### config.mk
export PLATFORM = sky130hd
export DESIGN_NAME = hidden_cpu_prog_feeder
export DESIGN_NICKNAME = d
export VERILOG_FILES = /design/src/rtl/hidden_cpu_prog_feeder.sv
export SDC_FILE = /design/constraint.sdc
export NUM_CORES = 1
export LEC_CHECK = 0
export CAP_MARGIN = 20
export CORE_MARGIN = 1.5
export CORE_UTILIZATION = 55
export CTS_CLUSTER_SIZE = 20
export DETAILED_ROUTE_END_ITERATION = 10
export GPL_TIMING_DRIVEN = 0
export PLACE_DENSITY = 0.85
export SYNTH_ARGS = -nofsm -noshare
export SYNTH_HDL_FRONTEND = slang
export SYNTH_SLANG_ARGS = --single-unit
### constraint.sdc
create_clock -name clk -period 3.55 [get_ports clk]
set_clock_uncertainty 0.1 [all_clocks]
set_input_delay 0.71 -clock clk [delete_from_list [all_inputs] [get_ports clk]]
set_output_delay 0.71 -clock clk [all_outputs]
set_load 0.05 [all_outputs]
### src/rtl/hidden_cpu_prog_feeder.sv
// Program streamer for the HiddenCPU pin interface: buffers a program, holds the CPU in reset, then issues it.
// Optional single-step issue is compiled in when HIDDENCPU_FEEDER_STEP_EN is defined.
module hidden_cpu_prog_feeder #(
   parameter int         DEPTH      = 16,
   parameter int         AW         = 4,
   parameter int         RST_CYCLES = 2,
   parameter logic [5:0] IDLE_INSTR = 6'b000000
) (
   input  logic          clk,
   input  logic          rst,
   input  logic          load_valid,
   output logic          load_ready,
   input  logic [5:0]    load_data,
   input  logic          clear,
   input  logic          start,
   input  logic [7:0]    repeat_cnt,
   input  logic          abort,
`ifdef HIDDENCPU_FEEDER_STEP_EN
   input  logic          step,
   input  logic          step_mode,
`endif
   output logic          busy,
   output logic          done,
   output logic [AW:0]   prog_len,
   output logic          cpu_rst,
   output logic [5:0]    cpu_instr
);

   localparam int CW = $clog2(RST_CYCLES + 1);

   typedef enum logic [1:0] {
      S_IDLE      = 2'd0,
      S_RESET_CPU = 2'd1,
      S_RUN       = 2'd2,
      S_DONE      = 2'd3
   } state_t;

   state_t          state_q, state_d;
   logic [AW-1:0]   rd_ptr_q, rd_ptr_d;
   logic [AW:0]     prog_len_q, prog_len_d;
   logic [7:0]      loops_left_q, loops_left_d;
   logic [CW-1:0]   rst_cnt_q, rst_cnt_d;
   logic            load_ready_q, load_ready_d;
   logic            busy_q, busy_d;
   logic            done_q, done_d;
   logic            cpu_rst_q, cpu_rst_d;
   logic [5:0]      cpu_instr_q, cpu_instr_d;
   logic [5:0]      mem_q [DEPTH];
   logic            mem_we_s;
   logic [AW:0]     last_idx_s;
   logic            issue_ok_s;

`ifdef HIDDENCPU_FEEDER_STEP_EN
   logic            step_mode_q, step_mode_d;
   assign issue_ok_s = ~step_mode_q | step;
`else
   assign issue_ok_s = 1'b1;
`endif

   assign last_idx_s = prog_len_q - (AW+1)'(1);

   // Next-state and next-output logic for the feeder controller
   always_comb begin
      state_d      = state_q;
      rd_ptr_d     = rd_ptr_q;
      prog_len_d   = prog_len_q;
      loops_left_d = loops_left_q;
      rst_cnt_d    = rst_cnt_q;
      busy_d       = 1'b0;
      done_d       = 1'b0;
      cpu_rst_d    = 1'b0;
      cpu_instr_d  = IDLE_INSTR;
      mem_we_s     = 1'b0;
`ifdef HIDDENCPU_FEEDER_STEP_EN
      step_mode_d  = step_mode_q;
`endif
      case (state_q)
         S_IDLE: begin
            // an accepted start swallows any load or clear presented in the same cycle
            if (start && (prog_len_q != {(AW+1){1'b0}})) begin
               loops_left_d = repeat_cnt;
               rd_ptr_d     = {AW{1'b0}};
               rst_cnt_d    = CW'(RST_CYCLES);
`ifdef HIDDENCPU_FEEDER_STEP_EN
               step_mode_d  = step_mode;
`endif
               state_d      = S_RESET_CPU;
            end else if (clear) begin
               prog_len_d = {(AW+1){1'b0}};
            end else if (load_valid && load_ready_q) begin
               mem_we_s   = 1'b1;
               prog_len_d = prog_len_q + (AW+1)'(1);
            end else begin
               prog_len_d = prog_len_q;
            end
         end
         S_RESET_CPU: begin
            if (abort) begin
               cpu_rst_d = 1'b1;
               state_d   = S_IDLE;
            end else begin
               busy_d    = 1'b1;
               cpu_rst_d = 1'b1;
               if (rst_cnt_q == CW'(1)) begin
                  state_d = S_RUN;
               end else begin
                  rst_cnt_d = rst_cnt_q - CW'(1);
               end
            end
         end
         S_RUN: begin
            if (abort) begin
               cpu_rst_d = 1'b1;
               state_d   = S_IDLE;
            end else begin
               busy_d = 1'b1;
               if (issue_ok_s) begin
                  cpu_instr_d = mem_q[rd_ptr_q];
                  if ({1'b0, rd_ptr_q} == last_idx_s) begin
                     if (loops_left_q != 8'd0) begin
                        loops_left_d = loops_left_q - 8'd1;
                        rd_ptr_d     = {AW{1'b0}};
                     end else begin
                        state_d = S_DONE;
                     end
                  end else begin
                     rd_ptr_d = rd_ptr_q + AW'(1);
                  end
               end else begin
                  cpu_instr_d = IDLE_INSTR;
               end
            end
         end
         S_DONE: begin
            done_d  = 1'b1;
            state_d = S_IDLE;
         end
         default: begin
            state_d = S_IDLE;
         end
      endcase
      // ready only while the coming cycle is an IDLE cycle with buffer space left
      load_ready_d = (state_d == S_IDLE) && (prog_len_d < (AW+1)'(DEPTH));
   end

   // Controller state and registered outputs
   always_ff @(posedge clk) begin
      if (rst) begin
         state_q      <= S_IDLE;
         rd_ptr_q     <= {AW{1'b0}};
         prog_len_q   <= {(AW+1){1'b0}};
         loops_left_q <= 8'd0;
         rst_cnt_q    <= {CW{1'b0}};
         load_ready_q <= 1'b0;
         busy_q       <= 1'b0;
         done_q       <= 1'b0;
         cpu_rst_q    <= 1'b1;
         cpu_instr_q  <= IDLE_INSTR;
`ifdef HIDDENCPU_FEEDER_STEP_EN
         step_mode_q  <= 1'b0;
`endif
      end else begin
         state_q      <= state_d;
         rd_ptr_q     <= rd_ptr_d;
         prog_len_q   <= prog_len_d;
         loops_left_q <= loops_left_d;
         rst_cnt_q    <= rst_cnt_d;
         load_ready_q <= load_ready_d;
         busy_q       <= busy_d;
         done_q       <= done_d;
         cpu_rst_q    <= cpu_rst_d;
         cpu_instr_q  <= cpu_instr_d;
`ifdef HIDDENCPU_FEEDER_STEP_EN
         step_mode_q  <= step_mode_d;
`endif
      end
   end

   // Program buffer write port; contents deliberately survive reset
   always_ff @(posedge clk) begin
      if (mem_we_s) begin
         mem_q[prog_len_q[AW-1:0]] <= load_data;
      end
   end

   assign load_ready = load_ready_q;
   assign busy       = busy_q;
   assign done       = done_q;
   assign prog_len   = prog_len_q;
   assign cpu_rst    = cpu_rst_q;
   assign cpu_instr  = cpu_instr_q;

endmodule

# Word level (Yosys, flattened, before mapping)
# Memory sizes are Yosys's and may differ from the RTL's. A register that Yosys moved wholly into a read port is not among the register bits.
# Index checks and enable logic that the tools add are counted.
# word_totals
ff_bits,25
latchBits,0
mem_bits_rw,96
rom_bits,0
input_bits,20
output_inout_bits,15
word_cells,80
n_memories,1
# memory_table
memory,words,word_bits,read_ports,rd_ports_with_merged_regs,write_ports,line,source
mem_q,16,6,1,1,1,48,logic [5:0] mem_q [DEPTH];
# op_classes
add_sub_neg,5
multipliers,0
n_div,0
magnitude_cmp,1
eq_ne,12
shift,0
n_mux,35
bitwise_logic,2
reduce_logical,15
# ops
operator,n
two-way mux 8 bit,4
two-way mux 5 bit,4
two-way mux 2 bit,9
two-way mux 4 bit,4
one-hot mux 8 bit (2 select lines),1
"!= test 2 bit, second input constant",6
two-way mux 1 bit,9
one-hot mux 2 bit (4 select lines),1
one-hot mux 4 bit (2 select lines),1
AND reduction 4 bit,2
nonzero test 8 bit,1
"subtractor 8 x 1 -> 8 bit, second input constant",1
"adder 5 x 1 -> 5 bit, second input constant",1
== test 4 x 5 -> 1 bit,1
"< comparator 5 bit, second input constant",1
AND reduction 5 bit,1
nonzero test 5 bit,1
"subtractor 5 x 1 -> 5 bit, second input constant",1
"adder 4 x 1 -> 4 bit, second input constant",1
"== test 2 x 1 -> 1 bit, second input constant",2
"== test 2 bit, second input constant",2
zero test 2 bit,2
one-hot mux 2 bit (2 select lines),1
nonzero test 2 bit,2
7 further kinds,11

# Logic depth before layout (Yosys ltp)
# Gate-level depths: netlist (run 1).
# logic_depth
word_depth,7
depth_mapped,8
ltp_nobuf,7

# Worst setup path before layout (run 1)
# Ideal clock, no wire load.
# synth_timing
path_kind,register -> register
from,register prog_len_q[0] (netlist: prog_len[0])
to,"memory mem_q[0][0], enable pin"
setup_time_ns,0.320
arrival_time_ns,2.169
setup_slack_ns,0.961
path_stages_with_launch,8
period_less_slack_ns,2.589
path_cell_list,dfxtp_1 > inv_1 > ha_1 > nor4b_4 > o21ai_1 > or3_1 > nor3_1 > and2_1
# synth_via
elab_chain_cells,6
# synth_lines
element,line,source
from (decl),40,"logic [AW:0] prog_len_q, prog_len_d;"
from (signal assigned),151,prog_len_q <= {(AW+1){1'b0}};
from (signal assigned),165,prog_len_q <= prog_len_d;
nonzero test 5 bit,80,if (start && (prog_len_q != {(AW+1){1'b0}})) begin
logical AND 1 bit,80,
two-way mux 1 bit,80,
two-way mux 1 bit,77,case (state_q)
two-way mux 1 bit,181,if (mem_we_s) begin
two-way mux 1 bit (implied by the code),182,mem_q[prog_len_q[AW-1:0]] <= load_data;
to (decl),48,
# Several ways; a longest one is shown, not always the timed one.

# Final worst setup path (run 1)
# layout_timing
from,register prog_len_q[0] (netlist: prog_len[0])
to,"memory mem_q[1][1], enable pin"
# Same word-level chain as after synthesis.

==> results of run 1 <==
==> sequential cells by signal, summed over array words and instances, names as in the netlist <==
register and flops:
busy 1, cpu_instr 6, cpu_rst 1, done 1
load_ready 1, loops_left_q 8, mem_q 96, prog_len 5
rd_ptr_q 4, rst_cnt_q 2, state_q 2
==> routing by layer <==
layer / up-vias / part of all wire [%]
met2: 170 / 49
met1: 1824 / 42
met3: 26 / 7.3
met4: 0 / 2.3
li1: 1579 / -
met5: - / 0
==> Yosys cell counts (all sizes together) (6+ instances only) <==
cell and number:
inv 14, dfxtp 31, a21oi 11, nor2b 14, nor2 17, nor3 10
nand3 8, clkbuf 8, nand2 13, buf 11, nor3b 6, and2 17
edfxtp 96, o21ai 15, mux4 30, nand4 6, ha 11
==> path summary, 6_finish.rpt <==
kind	from	end	slack, ns	depth (start not counted)
worst min-delay path	loops_left_q[6]$_SDFFE_PP0P_	loops_left_q[6]$_SDFFE_PP0P_	0.39	2
worst min register to register	loops_left_q[6]$_SDFFE_PP0P_	loops_left_q[6]$_SDFFE_PP0P_	0.39	2
worst max register to register	prog_len[0]$_SDFFE_PP0P_	mem_q[1][1]$_DFFE_PP_	0.58	7
worst max-delay path	prog_len[0]$_SDFFE_PP0P_	mem_q[1][1]$_DFFE_PP_	0.58	7
==> worst min-delay path, cell delays in order (launching register included) <==
cell and delay [ns]:
dfxtp_1 0.31, nand3_1 0.06, o22ai_1 0.07
==> metrics by stage <==
step	util, %	cell area, um^2	power (mW)
6_report	67.86	6664	3.765
3_3_place_gp	62.31	6118	2.143
3_5_place_dp	62.31	6118	2.164
4_1_cts	67.86	6664	3.755
5_1_grt	67.86	6664	3.879
2_1_floorplan	-	5612	2.015
==> cell usage in the layout (no fill, tap or decap), drive strengths merged, types with 3 or more instances in the layout <==
master / instances
nand4: 6
or4: 3
nor2: 17
o21a: 4
clkinv: 10
and2: 17
ha: 11
inv: 14
a21oi: 11
nand2b: 3
xnor2: 4
nor3: 10
nand2: 13
dfxtp: 31
o32ai: 4
nor3b: 6
edfxtp: 96
o41ai: 3
nand3: 8
nor2b: 14
mux4: 30
o2111ai: 4
clkbuf: 28
buf: 11
a31oi: 3
o21ai: 15
mux2i: 3
clkdlybuf4s50: 34
==> cell families after synthesis <==
family / synth area share [%]
flip-flops: 62.43
AND/OR/NAND/NOR: 11.33
AO/OA/AOI/OAI: 7.024
buffers and inverters: 2.988
multiplexers: 12.58
adder cells (fa/ha/maj): 2.453
XOR/XNOR: 1.204
==> area by class of cell <==
cell class | count | share of cell area (%)
timing repair buffer | 34 | 5.107
tap | 133 | 2.497
buffer | 19 | 1.727
sequential | 127 | 52.57
inverter | 14 | 0.7886
multi-input combinational | 214 | 29.12
clock buffer | 20 | 6.384
clock inverter | 12 | 1.802
==> power by group through the flow <==
stage	Clock (mW)	Sequential, mW	Combinational [mW]
after detailed placement	0	1.70	0.463
after floorplan	0	1.72	0.299
final	1.60	1.67	0.491
after global placement	0	1.70	0.446
after global routing	1.67	1.68	0.528
after CTS	1.61	1.67	0.477
==> results_dict.tcl, run 1 <==
set metrics [dict create \
    clk_pin_slew_ns 0.06 \
    period_minus_slack_ns 2.965 \
    synth_nets 405 \
    dp_hpwl_um 7957 \
    required_ns 3.63 \
    setup_viol 0 \
    crit_arrival_ns 3.04 \
    std_cell_rows 36 \
    final_cells 573 \
    p_switching_uw 961.8 \
    grt_max_degree 17 \
    place_ws_ns 0.6087 \
    drt.antenna.violating_nets 0 \
    yosys_warnings 0 \
    num_antenna_cells 0 \
    avgSynthCellArea_um2 15.00 \
    synth_cell_types 57 \
    hold_class "register to register" \
    gp_congestion 0.8671 \
    grt_first_pass_wirelength_um 19750 \
    holdWs_ns 0.3877 \
    cpPeakStageDelay_ns 0.44 \
    power.leakage_nw 2.161 \
    crit_type "register to register" \
    fill_cells 681 \
    crit_buf_inv 1 \
    grt.met1_usage_pct 34.24 \
    ff_latch_area_um2 3503 \
    grt.met2_usage_pct 37.42 \
    nets 458 \
    routed_via_density 6.281 \
    drive_gt1_share_pct 16.36 \
    crit_chain "inv_1 -> ha_1 -> nor4b_4 -> o21ai_1 -> or3_1 -> nor3_1 -> and2_1" \
    cts_made_buffers 17 \
    seq_area_frac_synth_pct 62.43 \
    critPathTopFamily "simple AND/OR/NAND/NOR gates" \
    drtPass1Iterations 5 \
    clkLatencyLatePin_ns 0.52 \
    power.density_nw_per_um2 565.0 \
    worst_path_max_delay_cell "or3_1" \
    clkPwrFrac_pct 42.5 \
    cts_max_path_buffers 2 \
    grt_overflow 0 \
    grt_pass1_vias 3566 \
    wl_per_cell_um 21.70 \
    die_y_um 104.0 \
    hold_violations 0 \
    cts_resized 0 \
    power_frac_comb_pct 13.0 \
    slew_violations 0 \
    busiest_layer "met2" \
    ys_top_cells_by_area "edfxtp_1, mux4_2, dfxtp_1, ha_1, and2_1" \
    rsz0062_at_grt "no" \
    fin_crit_sh_pct 83.53 \
    htreeDepth 4 \
    synth_top_area_cell "edfxtp_1" \
    power.internal_mw 2.803 \
    routed_wl_um 12430 \
    fmax_mhz 337.2 \
    synth_edf_count 96 \
    antenna_found_initial 0 \
    num_vias 3599 \
    swShare_pct 25.55 \
    worst_pin_slew_ns 0.7365 \
    setup-tns-final_ns 0 \
    clkSinkCount 127 \
    synth_area_um2 5612 \
    fin_ws_ns 0.5847 \
    postCtsSetupRepairBufs 0 \
    multi_input_area_um2 1941 \
    crit_path_end_kind "register" \
    core_um2 9819 \
    pin_count 35 \
    grt_usage_pct 24.34 \
    post-place-cells 541 \
    hold_buffers 0 \
    crit_path_max_fanout 8 \
    root_buffer "clkbuf_8" \
    yosysTopAreaCellShare_pct 51.37 \
    critPathLaunchType "register" \
    synth_seq_cells 127 \
    cts_tree "built" \
    ys_async_sr_fraction_pct 0 \
    grt_util_met3_pct 4.825 \
    synthToLayoutAreaGrowth_pct 18.75 \
    die_width_um 104.0 \
    port_buffers 34 \
    drv_cap 0 \
    seqPwrFrac_pct 44.4 \
    relSlewSlack_pct 50.90 \
    initial_core_util_pct 57.15 \
    drc 0 \
    drtIter0Drc 420 \
    netlist_instances 374 \
    dieArea_um2 10820 \
    status "finished clean" \
    ys.flop_type "edfxtp_1" \
    peakVddDrop_v 0.0003574 \
]
No activity file was read; power rests on OpenSTA's default activity.
==> inputs of run 2 (changes only) <==
--- a/config.mk
+++ b/config.mk
@@ -7,7 +7,7 @@
 export LEC_CHECK = 0
 export CAP_MARGIN = 20
 export CORE_MARGIN = 1.5
-export CORE_UTILIZATION = 55
+export CORE_UTILIZATION = 53
 export CTS_CLUSTER_SIZE = 20
 export DETAILED_ROUTE_END_ITERATION = 10
 export GPL_TIMING_DRIVEN = 0
==> constraint.sdc (replaced) <==
create_clock -name clk -period 2.7 [get_ports clk]
set_clock_uncertainty 0.1 [all_clocks]
set_input_delay 0.54 -clock clk [delete_from_list [all_inputs] [get_ports clk]]
set_output_delay 0.54 -clock clk [all_outputs]
set_load 0.05 [all_outputs]
==> results_dict.tcl, run 2 (synthesis results as in run 1) <==
set metrics [dict create \
    status "complete, but fails checks" \
    violations "negative setup slack" \
    drv_cap 0 \
    clkSinkCount 127 \
    drive_gt1_share_pct 22.00 \
    crit_chain "inv_1 -> ha_2 -> nor4b_4 -> o21ai_2 -> or3_4 -> nor3_2 -> and2_2" \
    num_vias 3690 \
    crit_buf_inv 1 \
    gp_congestion 0.8801 \
    crit_type "register to register" \
    routed_wl_um 13130 \
    cts_tree "built" \
    die_y_um 105.9 \
    grt_overflow 0 \
    port_buffers 34 \
    largest_reg_flops 96 \
    critPathLaunchType "register" \
    cts_made_buffers 17 \
    worst_path_max_delay_cell "or3_4" \
    drtIter0Drc 539 \
    dp_hpwl_um 7793 \
    grt_max_degree 17 \
    crit_arrival_ns 2.82 \
    peakVddDrop_v 0.0004498 \
    power.leakage_nw 2.179 \
    htreeDepth 4 \
    fin_ws_ns -0.008448 \
    worst_pin_slew_ns 0.7325 \
    fin_crit_sh_pct 100.3 \
    slew_violations 0 \
    nets 459 \
    num_antenna_cells 0 \
    grt_first_pass_wirelength_um 20180 \
    core_um2 10280 \
    hold_class "register to register" \
    clkLatencyLatePin_ns 0.52 \
    fmax_mhz 369.2 \
    post-place-cells 544 \
    routed_via_density 6.395 \
    drc 0 \
    period_minus_slack_ns 2.708 \
    cts_max_path_buffers 2 \
    final_cell_mix "edfxtp_1, clkdlybuf4s50_1, mux4_2, dfxtp_1, nor2_1" \
    pin_count 35 \
    power.total_mw 4.959 \
    final_cells 577 \
    power.density_nw_per_um2 736.8 \
    drtPass1Iterations 6 \
    die_width_um 105.9 \
    std_cell_rows 37 \
    critPathTopFamily "simple AND/OR/NAND/NOR gates" \
    relSlewSlack_pct 51.17 \
    mostFrequentLayoutCell "edfxtp_1" \
    antenna_found_initial 0 \
    clk_pin_slew_ns 0.06 \
    grt_pass1_vias 3679 \
    initial_core_util_pct 54.60 \
    final_util_pct 65.49 \
    dieArea_um2 11210 \
    cpPeakStageDelay_ns 0.40 \
    holdWs_ns 0.3842 \
    crit_path_max_fanout 7 \
    required_ns 2.81 \
    wl_per_cell_um 22.75 \
    root_buffer "clkbuf_8" \
    drt.antenna.violating_nets 0 \
    grt_usage_pct 24.45 \
    hold_violations 0 \
    crit_path_end_kind "register" \
    setup_viol 15 \
    synthToLayoutAreaGrowth_pct 19.93 \
]
-- run 2: timing repair --
| item | in CTS | in global routing |
|---|---|---|
| resized for setup | 15 | 9 |
| hold buffers | 0 | 0 |
| setup endpoints to repair | 96 | 102 |
| buffers inserted | 0 | 1 |
-- run 2: worst register-to-register path: cells and delay by family, from the launching register on --
| family | cells | cell delay (ns) |
|---|---|---|
| adder cells (fa/ha/maj) | 1 | 0.29 |
| buffers and inverters | 1 | 0.13 |
| AO/OA/AOI/OAI | 1 | 0.13 |
| flip-flops | 1 | 0.38 |
| AND/OR/NAND/NOR | 4 | 1.38 |
-- run 2: metal layers --
layer	up-vias	global-route usage (%)	routed length [um]
met1	1807	31.98	5009
met5	-	0	0
li1	1580	-	-
met2	260	38.73	6542
met4	0	10.23	382
met3	43	6.928	1193
-- run 2: area by class of cell --
| class | instances | area (um^2) |
|---|---|---|
| fillers | 672 | 3547 |
| flip-flops and latches | 127 | 3505 |
| multi-input cells | 214 | 1986 |
| clock buffers | 23 | 466.7 |
| repair buffers | 35 | 347.8 |
| well taps | 136 | 170.2 |
| plain buffers | 19 | 115.1 |
| clock inverters | 9 | 87.58 |
| inverters | 14 | 52.55 |
-- run 2: where the power goes --
part	switching (mW)	internal [mW]	total [mW]	leakage [nW]
sequential	0.0461	2.15	2.20	1.12
clock	0.803	1.29	2.09	0.260
combinational	0.425	0.240	0.664	0.804
total	1.27	3.68	4.96	2.18
-- run 2: stage by stage --
stage	TNS (ns)	setup WS [ns]	area, um^2
4_1_cts	0	0.04666	6704
6_report	-0.05855	-0.008448	6730
5_1_grt	-4.732	-0.1081	6730
3_5_place_dp	-5.714	-0.1656	6122
3_3_place_gp	-3.216	-0.1241	6122
2_1_floorplan	0	0.1109	5612
-- run 2: worst paths after layout --
check,startpoint,end,slack (ns),depth (start not counted)
worst min register to register,loops_left_q[6]$_SDFFE_PP0P_,loops_left_q[6]$_SDFFE_PP0P_,0.38,2
worst max-delay path,prog_len[1]$_SDFFE_PP0P_,mem_q[3][5]$_DFFE_PP_,-0.008,7
worst min-delay path,loops_left_q[6]$_SDFFE_PP0P_,loops_left_q[6]$_SDFFE_PP0P_,0.38,2
worst max register to register,prog_len[1]$_SDFFE_PP0P_,mem_q[3][5]$_DFFE_PP_,-0.008,7
